**src/rtl/pulse_pkg.sv**
```systemverilog
// Shared definitions for the multi-channel pulse sequencer: channel FSM
// encoding, default SYNC width and small decode/slice helpers.
package pulse_pkg;

  localparam logic [2:0] ST_IDLE = 3'd0;
  localparam logic [2:0] ST_P1   = 3'd1;
  localparam logic [2:0] ST_GAP  = 3'd2;
  localparam logic [2:0] ST_P2   = 3'd3;
  localparam logic [2:0] ST_DONE = 3'd4;

  localparam int SYNC_W_DEF = 8;

  // Low bit of channel ch inside a flat per-channel field of w bits per channel.
  function automatic int fld_lo(input int ch, input int w);
    return ch * w;
  endfunction

  function automatic logic is_pulse(input logic [2:0] st);
    return (st == ST_P1) || (st == ST_P2);
  endfunction

  function automatic logic is_busy(input logic [2:0] st);
    return (st == ST_P1) || (st == ST_GAP) || (st == ST_P2);
  endfunction

endpackage

```
**src/rtl/pulse_channel.sv**
```systemverilog
// One pulse sequencer: P1, gap, P2, then an optional CPMG train of
// (2*del gap, P2) pairs. Zero-length states are skipped within the same edge.
module pulse_channel
  import pulse_pkg::*;
#(
  parameter int CW = 32,
  parameter int NW = 8
) (
  input  logic          i_clk,
  input  logic          i_rst_n,
  input  logic          i_run,
  input  logic          i_start,
  input  logic          i_en,
  input  logic          i_cont,
  input  logic [CW-1:0] i_p1wid,
  input  logic [CW-1:0] i_del,
  input  logic [CW-1:0] i_p2wid,
  input  logic [NW-1:0] i_ncpmg,
  output logic          o_pulse,
  output logic          o_busy_nxt,
  output logic [2:0]    o_state
);

  localparam logic [CW:0] CNT_ONE = {{CW{1'b0}}, 1'b1};

  logic [2:0]    r_state, w_state_nxt;
  logic [CW:0]   r_cnt, w_cnt_nxt;
  logic [NW-1:0] r_k, w_k_nxt;
  logic          r_pulse;
  logic          w_do_p1, w_do_gap1, w_do_p2, w_do_after;

  // r_cnt holds the remaining cycles of the current timed state; the
  // do_* flags chain forward so empty states fall through in one edge.
  always_comb begin
    w_state_nxt = r_state;
    w_cnt_nxt   = (r_cnt != '0) ? r_cnt - 1'b1 : '0;
    w_k_nxt     = r_k;
    w_do_p1     = 1'b0;
    w_do_gap1   = 1'b0;
    w_do_p2     = 1'b0;
    w_do_after  = 1'b0;
    if (!i_run) begin
      w_state_nxt = ST_IDLE;
      w_cnt_nxt   = '0;
      w_k_nxt     = '0;
    end else if (i_start) begin
      w_k_nxt   = '0;
      w_cnt_nxt = '0;
      if (i_en && !i_cont) w_do_p1 = 1'b1;
      else                 w_state_nxt = ST_IDLE;
    end else if (r_cnt == CNT_ONE) begin
      case (r_state)
        ST_P1:   w_do_gap1  = 1'b1;
        ST_GAP:  w_do_p2    = 1'b1;
        ST_P2:   w_do_after = 1'b1;
        default: ;
      endcase
    end
    if (w_do_p1) begin
      if (i_p1wid != '0) begin
        w_state_nxt = ST_P1;
        w_cnt_nxt   = {1'b0, i_p1wid};
      end else w_do_gap1 = 1'b1;
    end
    if (w_do_gap1) begin
      if (i_del != '0) begin
        w_state_nxt = ST_GAP;
        w_cnt_nxt   = {1'b0, i_del};
      end else w_do_p2 = 1'b1;
    end
    if (w_do_p2) begin
      if (i_p2wid != '0) begin
        w_state_nxt = ST_P2;
        w_cnt_nxt   = {1'b0, i_p2wid};
      end else w_do_after = 1'b1;
    end
    // With both del and p2 zero every remaining CPMG pair is empty.
    if (w_do_after) begin
      w_state_nxt = ST_DONE;
      w_cnt_nxt   = '0;
      if (w_k_nxt < i_ncpmg) begin
        if (i_del != '0) begin
          w_state_nxt = ST_GAP;
          w_cnt_nxt   = {i_del, 1'b0};
          w_k_nxt     = w_k_nxt + 1'b1;
        end else if (i_p2wid != '0) begin
          w_state_nxt = ST_P2;
          w_cnt_nxt   = {1'b0, i_p2wid};
          w_k_nxt     = w_k_nxt + 1'b1;
        end else begin
          w_k_nxt = i_ncpmg;
        end
      end
    end
  end

  always_ff @(posedge i_clk or negedge i_rst_n) begin
    if (!i_rst_n) begin
      r_state <= ST_IDLE;
      r_cnt   <= '0;
      r_k     <= '0;
      r_pulse <= 1'b0;
    end else begin
      r_state <= w_state_nxt;
      r_cnt   <= w_cnt_nxt;
      r_k     <= w_k_nxt;
      r_pulse <= i_run && (i_cont || is_pulse(w_state_nxt));
    end
  end

  assign o_pulse    = r_pulse;
  assign o_busy_nxt = is_busy(w_state_nxt);
  assign o_state    = r_state;

endmodule

```
**src/rtl/pulse_seq_multi.sv**
```systemverilog
// Multi-channel pulse generator: shared period counter, double-buffered
// configuration applied at period boundaries, SYNC strobe and receiver inhibit.
module pulse_seq_multi
  import pulse_pkg::*;
#(
  parameter int N_CH   = 4,
  parameter int CW     = 32,
  parameter int NW     = 8,
  parameter int SYNC_W = SYNC_W_DEF
) (
  input  logic               clk_pll,
  input  logic               resetn,
  input  logic               run,
  input  logic               cfg_load,
  input  logic [CW-1:0]      cfg_period,
  input  logic [N_CH*CW-1:0] cfg_p1wid,
  input  logic [N_CH*CW-1:0] cfg_del,
  input  logic [N_CH*CW-1:0] cfg_p2wid,
  input  logic [N_CH*NW-1:0] cfg_ncpmg,
  input  logic [N_CH-1:0]    cfg_en,
  input  logic [N_CH-1:0]    cfg_cont,
  input  logic [15:0]        cfg_blk_off,
  output logic               cfg_pending,
  output logic               sync_on,
  output logic [N_CH-1:0]    pulse_on,
  output logic               inhib,
  output logic [N_CH*3-1:0]  dbg_ch_state
);

  localparam logic [CW-1:0] SYNC_LEN = CW'(SYNC_W);
  localparam logic [CW-1:0] MIN_PER  = CW'(2);

  typedef struct packed {
    logic [N_CH*CW-1:0] p1;
    logic [N_CH*CW-1:0] del;
    logic [N_CH*CW-1:0] p2;
    logic [N_CH*NW-1:0] ncpmg;
    logic [N_CH-1:0]    en;
    logic [N_CH-1:0]    cont;
    logic [15:0]        blk_off;
  } ch_cfg_t;

  ch_cfg_t       r_act, r_pend, w_in, w_eff;
  logic [CW-1:0] r_act_period, r_pend_period, w_period, w_pc_nxt, r_pc;
  logic          r_pending, r_live, r_sync, r_inhib;
  logic [15:0]   r_hold;
  logic          w_wrap, w_start, w_apply;
  logic [N_CH-1:0] w_busy_nxt;

  always_comb begin
    w_in.p1      = cfg_p1wid;
    w_in.del     = cfg_del;
    w_in.p2      = cfg_p2wid;
    w_in.ncpmg   = cfg_ncpmg;
    w_in.en      = cfg_en;
    w_in.cont    = cfg_cont;
    w_in.blk_off = cfg_blk_off;
  end

  // A start is any period boundary: the first cycle after run rises, or a wrap.
  assign w_period = (r_act_period < MIN_PER) ? MIN_PER : r_act_period;
  assign w_wrap   = r_live && (r_pc == w_period - 1'b1);
  assign w_start  = run && (!r_live || w_wrap);
  assign w_apply  = r_pending && (!run || w_start);
  assign w_eff    = w_apply ? r_pend : r_act;
  assign w_pc_nxt = (!run || w_start) ? '0 : r_pc + 1'b1;

  always_ff @(posedge clk_pll or negedge resetn) begin
    if (!resetn) begin
      r_act         <= '0;
      r_pend        <= '0;
      r_act_period  <= '0;
      r_pend_period <= '0;
      r_pending     <= 1'b0;
    end else begin
      if (w_apply) begin
        r_act        <= r_pend;
        r_act_period <= r_pend_period;
      end
      if (cfg_load) begin
        r_pend        <= w_in;
        r_pend_period <= cfg_period;
        r_pending     <= 1'b1;
      end else if (w_apply) begin
        r_pending <= 1'b0;
      end
    end
  end

  always_ff @(posedge clk_pll or negedge resetn) begin
    if (!resetn) begin
      r_pc    <= '0;
      r_live  <= 1'b0;
      r_sync  <= 1'b0;
      r_inhib <= 1'b0;
      r_hold  <= '0;
    end else begin
      r_pc   <= w_pc_nxt;
      r_live <= run;
      r_sync <= run && (w_pc_nxt < SYNC_LEN);
      if (!run) begin
        r_hold  <= '0;
        r_inhib <= 1'b0;
      end else if (|w_busy_nxt) begin
        r_hold  <= w_eff.blk_off;
        r_inhib <= 1'b1;
      end else if (r_hold != '0) begin
        r_hold  <= r_hold - 1'b1;
        r_inhib <= 1'b1;
      end else begin
        r_inhib <= 1'b0;
      end
    end
  end

  for (genvar i = 0; i < N_CH; i++) begin : g_ch
    pulse_channel #(.CW(CW), .NW(NW)) u_ch (
      .i_clk      (clk_pll),
      .i_rst_n    (resetn),
      .i_run      (run),
      .i_start    (w_start),
      .i_en       (w_eff.en[i]),
      .i_cont     (w_eff.cont[i]),
      .i_p1wid    (w_eff.p1[fld_lo(i, CW) +: CW]),
      .i_del      (w_eff.del[fld_lo(i, CW) +: CW]),
      .i_p2wid    (w_eff.p2[fld_lo(i, CW) +: CW]),
      .i_ncpmg    (w_eff.ncpmg[fld_lo(i, NW) +: NW]),
      .o_pulse    (pulse_on[i]),
      .o_busy_nxt (w_busy_nxt[i]),
      .o_state    (dbg_ch_state[fld_lo(i, 3) +: 3])
    );
  end

  assign cfg_pending = r_pending;
  assign sync_on     = r_sync;
  assign inhib       = r_inhib;

endmodule
```
**config.mk**
```make
export PLATFORM = sky130hd
export DESIGN_NAME = pulse_seq_multi
export DESIGN_NICKNAME = d
export VERILOG_FILES = /design/src/rtl/pulse_pkg.sv /design/src/rtl/pulse_channel.sv /design/src/rtl/pulse_seq_multi.sv
export SDC_FILE = /design/constraint.sdc
export NUM_CORES = 2
export LEC_CHECK = 0
export BUFFER_PORTS_ARGS = -buffer_cell sky130_fd_sc_hd__buf_4
export CORE_MARGIN = 2
export CORE_UTILIZATION = 59
export CTS_BUF_LIST = sky130_fd_sc_hd__clkbuf_16
export CTS_CLUSTER_DIAMETER = 50
export DETAILED_ROUTE_END_ITERATION = 6
export GPL_TIMING_DRIVEN = 0
export PLACE_DENSITY = 0.89
export SLEW_MARGIN = 15
export SYNTH_ARGS = -nofsm -noshare
export SYNTH_HDL_FRONTEND = slang
export SYNTH_SLANG_ARGS = --single-unit
```
**constraint.sdc**
```tcl
create_clock -name clk_pll -period 16.57 [get_ports clk_pll]
set_input_delay 0.8285 -clock clk_pll [delete_from_list [all_inputs] [get_ports clk_pll]]
set_output_delay 0.8285 -clock clk_pll [all_outputs]
set_load 0.005 [all_outputs]
```
---- Yosys cells after proc, flatten, opt, wreduce, memory -nomap -nowiden ----
Cells that the tools add are included.
Widths: inputs -> output; s select.
word-level totals
  bits in registers ....................... 1176
  word-level logic and storage cells ...... 363
cells by class
  add/sub/neg operators ................... 11
  $lt $le $gt $ge ......................... 6
  equal/unequal tests ..................... 30
  multiplexer cells ....................... 223
  reductions and logical operators ........ 55
operator list
  cell                   number
  $mux 33                48
  $mux 440               1
  $reduce_bool 32->1     12
  $mux 32                6
  $mux 8                 24
  $mux 3                 52
  $eq 33x1->1 const B    4
  $reduce_bool 33->1     4
  $sub 33x1->33 const B  4
  $mux 1                 89
  $eq 3x2->1 const B     16
  $mux 16                3
  $add 32x1->32 const B  1
  $add 8x1->8 const B    4
  $eq 32x32->1           1
  $lt 32x2->1 const B    1
  $lt 32x4->1 const B    1
  $lt 8x8->1             4
  $sub 32x1->32 const B  1
  $eq 3x1->1 const B     8
  $logic_or 1x1->1       18
  $reduce_bool 16->1     1
  $sub 16x1->16 const B  1
  $logic_and 1x1->1      12
  4 further kinds        9

---- Longest topological paths before layout ----
  word-level depth ........................ 28
  mapped depth ............................ 35

---- Modules after synthesis ----
From an unflattened synthesis, not the netlist that was laid out.
second synthesis, totals
  cells, all modules ...................... 4541
  area total of the unflattened synthesis .. 56414.1 um^2
modules (own cells, without submodules)
  module                            times used  cells each  area an instance (um^2)  sequential area each (um^2)
  pulse_seq_multi                   1           2543        40563.9                  24923.9
  pulse_channel (g_ch[0].u_ch ...)  3           502         3956.3                   1126.1
  pulse_channel (g_ch[3].u_ch)      1           492         3981.3                   1126.1

---- Worst setup path before layout ----
No wires, ideal clock.
  path type ............................... register -> register
  start point ............................. register r_act_period[9]
  end point ............................... register r_hold[0]
  setup time .............................. 0.127 ns
  arrival time ............................ 7.585 ns
  required time ........................... 16.443 ns
  setup slack ............................. 8.857 ns
  stages on the path, launching flop included .. 32
  clock period less this slack ............ 7.713 ns
  path through ............................ dfrtp_1 -> buf_2 -> nor3_2 -> nand4_1 -> o31ai_1 -> ha_1 -> or3b_2 -> clkbuf_1 -> o31a_1 -> o41ai_1 -> o22ai_1 -> nor4_1 -> nand4_2 -> o21ai_2 -> buf_6 -> buf_4 -> buf_4 -> buf_2 -> buf_2 -> buf_2 -> mux2_2 -> inv_1 -> ha_1 -> a211o_1 -> a21oi_1 -> nand2_1 -> a41o_1 -> or3_1 -> nor3b_1 -> a31oi_1 -> nor3_4 -> mux2_1
between the ends
  elaborated cells between the ends (all ways) .. 178
RTL lines
  item                                             line                    RTL
  start, declared                                  pulse_seq_multi.sv:44   logic [CW-1:0] r_act_period, r_pend_period, w_period, w_pc_nxt, r_pc;
  start signal, assigned                           pulse_seq_multi.sv:78   r_act_period <= r_pend_period;
  $lt 32x2->1                                      pulse_seq_multi.sv:61   assign w_period = (r_act_period < MIN_PER) ? MIN_PER : r_act_period;
  $mux 32 *                                        pulse_seq_multi.sv:61
  $sub 32x1->32 *                                  pulse_seq_multi.sv:62   assign w_wrap = r_live && (r_pc == w_period - 1'b1);
  $eq 32x32->1 *                                   pulse_seq_multi.sv:62
  $logic_and 1x1->1 *                              pulse_seq_multi.sv:62
  $logic_or 1x1->1 *                               pulse_seq_multi.sv:63   assign w_start = run && (!r_live || w_wrap);
  $logic_and 1x1->1 *                              pulse_seq_multi.sv:63
  $logic_or 1x1->1 *                               pulse_seq_multi.sv:64   assign w_apply = r_pending && (!run || w_start);
  [2 not listed]                                   -
  net g_ch[2].u_ch.i_ncpmg[2]                      pulse_channel.sv:18     input logic [NW-1:0] i_ncpmg,
  [1 not listed]                                   -
  $mux 3 *                                         pulse_channel.sv:81     if (w_k_nxt < i_ncpmg) begin
  $mux 3 *                                         pulse_channel.sv:78     if (w_do_after) begin
  $eq 3x1->1 / $eq 3x2->1 (equally long branches)  pulse_pkg.sv:23         return (st == ST_P1) || (st == ST_GAP) || (st == ST_P2);
  $logic_or 1x1->1                                 pulse_pkg.sv:23
  $logic_or 1x1->1 *                               pulse_pkg.sv:23
  $reduce_or 4->1 *                                pulse_seq_multi.sv:104  end else if (|w_busy_nxt) begin
  $mux 16                                          pulse_seq_multi.sv:104
  $mux 16                                          pulse_seq_multi.sv:101  if (!run) begin
  end signal, assigned                             pulse_seq_multi.sv:105  r_hold <= w_eff.blk_off;
  end signal, assigned                             pulse_seq_multi.sv:108  r_hold <= r_hold - 1'b1;
  end, declared                                    pulse_seq_multi.sv:46   logic [15:0] r_hold;
Mark *: on every way through the listed nets, which the timed path passes. The rest lies on a longest branch.
A chain may end at the register's enable or synchronous reset.

---- Worst setup path in the final report ----
  start point ............................. register r_act_period[11]
  end point ............................... register r_hold[10]
between the ends
  cells in the longest elaborated chain, start to end .. 28
  elaborated cells between the ends (all ways) .. 178
RTL lines
  item                                             line                    RTL
  $lt 32x2->1                                      pulse_seq_multi.sv:61
  $mux 32 *                                        pulse_seq_multi.sv:61
  $sub 32x1->32 *                                  pulse_seq_multi.sv:62
  $eq 32x32->1 *                                   pulse_seq_multi.sv:62
  $logic_and 1x1->1 *                              pulse_seq_multi.sv:62
  $logic_or 1x1->1 *                               pulse_seq_multi.sv:63
  $logic_and 1x1->1 *                              pulse_seq_multi.sv:63
  $logic_or 1x1->1                                 pulse_seq_multi.sv:64
  [11 not listed]                                  -
  $mux 3                                           pulse_channel.sv:72     if (i_p2wid != '0) begin
  $mux 3                                           pulse_channel.sv:71     if (w_do_p2) begin
  $mux 3                                           pulse_channel.sv:78
  $eq 3x1->1 / $eq 3x2->1 (equally long branches)  pulse_pkg.sv:23
  $logic_or 1x1->1 (2 in series)                   pulse_pkg.sv:23
  $reduce_or 4->1                                  pulse_seq_multi.sv:104
  $mux 16                                          pulse_seq_multi.sv:104
  $mux 16                                          pulse_seq_multi.sv:101
Mark *: on every way between the ends. The rest lies on a longest branch, timed or not.

==> flow_summary.toml <==
[floorplanning]
ios = 495
start_util_pct = 59.6
die_w_um = 311
die_area_um2 = 96800
core_area_um2 = 93300
rows = 112
die_y_um = 311

[worst_setup_path]
crit_slowest_cell = "nor4_1"
critPathKind = "reg -> reg"
worstSetupEndpointType = "register"
worst_ep_required_time_ps = 17230
max_stage_delay_ps = 780
arrival_ps = 12430
r2r_slack_ps = 4790
timing.rr.start = "r_act_period[11]$_DFFE_PN0P_"
start_kind = "register"
critPathLaunch = "r_act_period[11]$_DFFE_PN0P_"
worstPathMaxFanout = 10

[sta]
fin_crit_sh_pct = 71.1
hold-worst-slack_ps = -2.58
rsz0062_at_grt = "no"
fin_tns_setup_ps = 0
fmax_mhz = 84.9
relSlewSlack_pct = 18.1
worstMarginPinSlew_ps = 1230
skew_ps = 35.4
finalHoldViolCount = 1
finalSetupViolCount = 0
drv_slew = 0
fin_crit_ps = 11780

[routing]
ant_nets = 0
num_vias = 44125
wl_per_cell_um = 27.7
first_pass_iters = 7
drcViolationCount = 1
drt_wl_total_um = 189000
avgViaCountPerCell = 6.48
drt_iter0_drc = 5075

[logic_synthesis]
synth_edf_count = 0
ys_types = 93
synthMuxAreaShare_pct = 20.3
synth_top_family_by_area = "multiplexers"
synth_compound_area_share_pct = 8.30
synth_common_cells = "dfrtp_1, mux2_2, nand2_1"
ys.flop_type = "dfrtp_1"
yosys.area_share.xor_xnor_pct = 2.93
netlist_area_um2 = 55600
syn_nets = 5329
synth_top_area_share_pct = 52.9
synth.most_common_cell = "dfrtp_1"
ys_warn_count = 0
ys_seq_area_share_pct = 52.9
ys_ff_latch = 1176
synth.top_cells.by_area = "dfrtp_1, mux2_2, mux2i_1"
syn_area_per_cell_um2 = 11.6
synthAdderAreaFrac_pct = 0.967
synth_area_leader_cell = "dfrtp_1"
postSynth.asyncResetShare_pct = 100
postSynthCellCount = 4810
synth_simple_gate_area_share_pct = 11.6

[power_and_ir_drop]
total_power_w = 0.00876
comb_power_share_pct = 24.1
vdd.ir_drop.worst_uv = 93.4
power_density_nw_per_um2 = 134
power_frac_seq_pct = 42.3
p_switching_w = 0.00286
power.internal_w = 0.00590
clkPwrFrac_pct = 33.6
p_sw_share_pct = 32.7
p_leak_nw = 29.2

[placed_design]
place_area_um2 = 61200
dp_hpwl_um = 141000
place.gp.congestion = 1.02
portBuffers = 493
dp_cells = 6565

[clock_tree]
post-cts-setup-buffer-count = 0
cts_made_buffers = 134
cts_tree = "built"
cts_resized = 0
clock_path_buffers = 3
clk_latency_ps = 760
clk_pin_slew_worst_paths_ps = 60
clkSinkCount = 1176
cts-root-buf = "clkbuf_16"
cts-hold-fix-buffers = 0
htree_num_levels = 4

[grt]
grt_overflow = 0
grt_pass1_vias = 44621
grt_usage_pct = 38.6
antenna_found_initial = 15
grt_max_degree = 170
grt_pass1_wl_um = 281000

[run_status]
violations = "design-rule violations, negative hold slack"
status = "complete, but fails checks"

[finish]
layout.nets = 5966
final_cell_area_um2 = 65500
n_fill_cell = 6580
syn_to_final_growth_pct = 17.7
final_layout_size_suffix_gt1_share_pct = 30.4
ff_latch_area_um2 = 29400
post_layout_nonfiller_instances = 6806
multi_input_area_um2 = 24500

[flow_run]
maxCapViolCount = 0

[min_path]
min_path_type = "in -> async"
[through the flow]
step / util [%] / setup slack [ps]
floorplan: - / 8860
global placement: 65.3 / 1150
detailed placement: 65.5 / 5180
CTS: 70.2 / 5190
global route: 70.2 / 4460
finish: 70.2 / 4790
[layout make-up]
cell class | instances | share of cell area (%)
Buffer | 241 | 1.60
Inverter | 176 | 1.01
Multi-Input combinational cell | 3217 | 37.4
Clock buffer | 136 | 5.20
Sequential cell | 1176 | 44.9
Tap cell | 1254 | 2.40
Timing Repair Buffer | 501 | 6.02
Clock inverter | 100 | 1.42
Antenna cell | 5 | 0.0191
[logic make-up (layout without fill, tap and decap cells)]
| family | Yosys count | in the layout |
|---|---|---|
| other cells | 0 | 5 |
| flops | 1176 | 1176 |
| compound gates | 704 | 704 |
| simple gates | 1265 | 1265 |
| buf+inv | 417 | 1154 |
| mux | 1019 | 1019 |
| xor+xnor | 186 | 186 |
| fa+ha+maj | 43 | 43 |
[per-layer routing]
metal / global-route usage [%] / vias up / wire length (um)
met5: 0 / - / 123
met4: 21.1 / 18 / 11300
met3: 9.91 / 568 / 19400
met2: 58.9 / 2630 / 85100
met1: 50.8 / 22140 / 72800
li1: - / 18769 / -
[state kept, by name (all words and copies together), names as in the netlist, 4 cells and up]
| register | cells |
|---|---|
| g_ch.u_ch.o_pulse | 4 |
| g_ch.u_ch.r_k | 32 |
| r_pc | 32 |
| g_ch.u_ch.r_cnt | 132 |
| r_hold | 16 |
| r_pend | 440 |
| r_act_period | 32 |
| r_pend_period | 32 |
| r_act | 440 |
| g_ch.u_ch.o_state | 12 |
[critical path: cells and delay by family (launching register included)]
family / cells / cell delay [ps]
mux: 2 / 630
buf+inv: 9 / 3440
compound gates: 8 / 2270
flops: 1 / 460
fa+ha+maj: 2 / 520
simple gates: 11 / 4310
[cell usage in the layout, fill, tap and decap left out, types with 43 or more instances in the layout]
| cell type | count |
|---|---|
| a21oi_1 | 184 |
| buf_2 | 60 |
| buf_4 | 502 |
| clkbuf_1 | 159 |
| clkbuf_16 | 136 |
| dfrtp_1 | 1176 |
| ha_1 | 43 |
| inv_1 | 197 |
| mux2_2 | 841 |
| mux2i_1 | 172 |
| nand2_1 | 284 |
| nand3_1 | 100 |
| nand4_1 | 69 |
| nor2_1 | 274 |
| nor3_1 | 75 |
| nor4_1 | 253 |
| o21ai_0 | 171 |
| xnor2_1 | 99 |
| xor2_1 | 87 |
[worst paths after layout]
check / to / cells past startpoint
max: r_hold[10]$_DFFE_PN0P_ / 32
min: r_pend_period[6]$_DFFE_PN0P_ / 1
max reg2reg: r_hold[10]$_DFFE_PN0P_ / 32
min reg2reg: r_act[8]$_DFF_PN0_ / 1
max in group asynchronous: r_pend[380]$_DFFE_PN0P_ / 5
min in group clk_pll: r_live$_DFF_PN0_ / 1
[power by group through the flow]
stage	sequential, W	clock [W]	combinational (W)
after floorplan	0.00359	0	0.00142
after global placement	0.00370	0	0.00200
after detailed placement	0.00372	0	0.00204
after CTS	0.00369	0.00296	0.00207
after global routing	0.00374	0.00308	0.00227
final	0.00371	0.00294	0.00211
No activity file was read; power rests on OpenSTA's default activity.
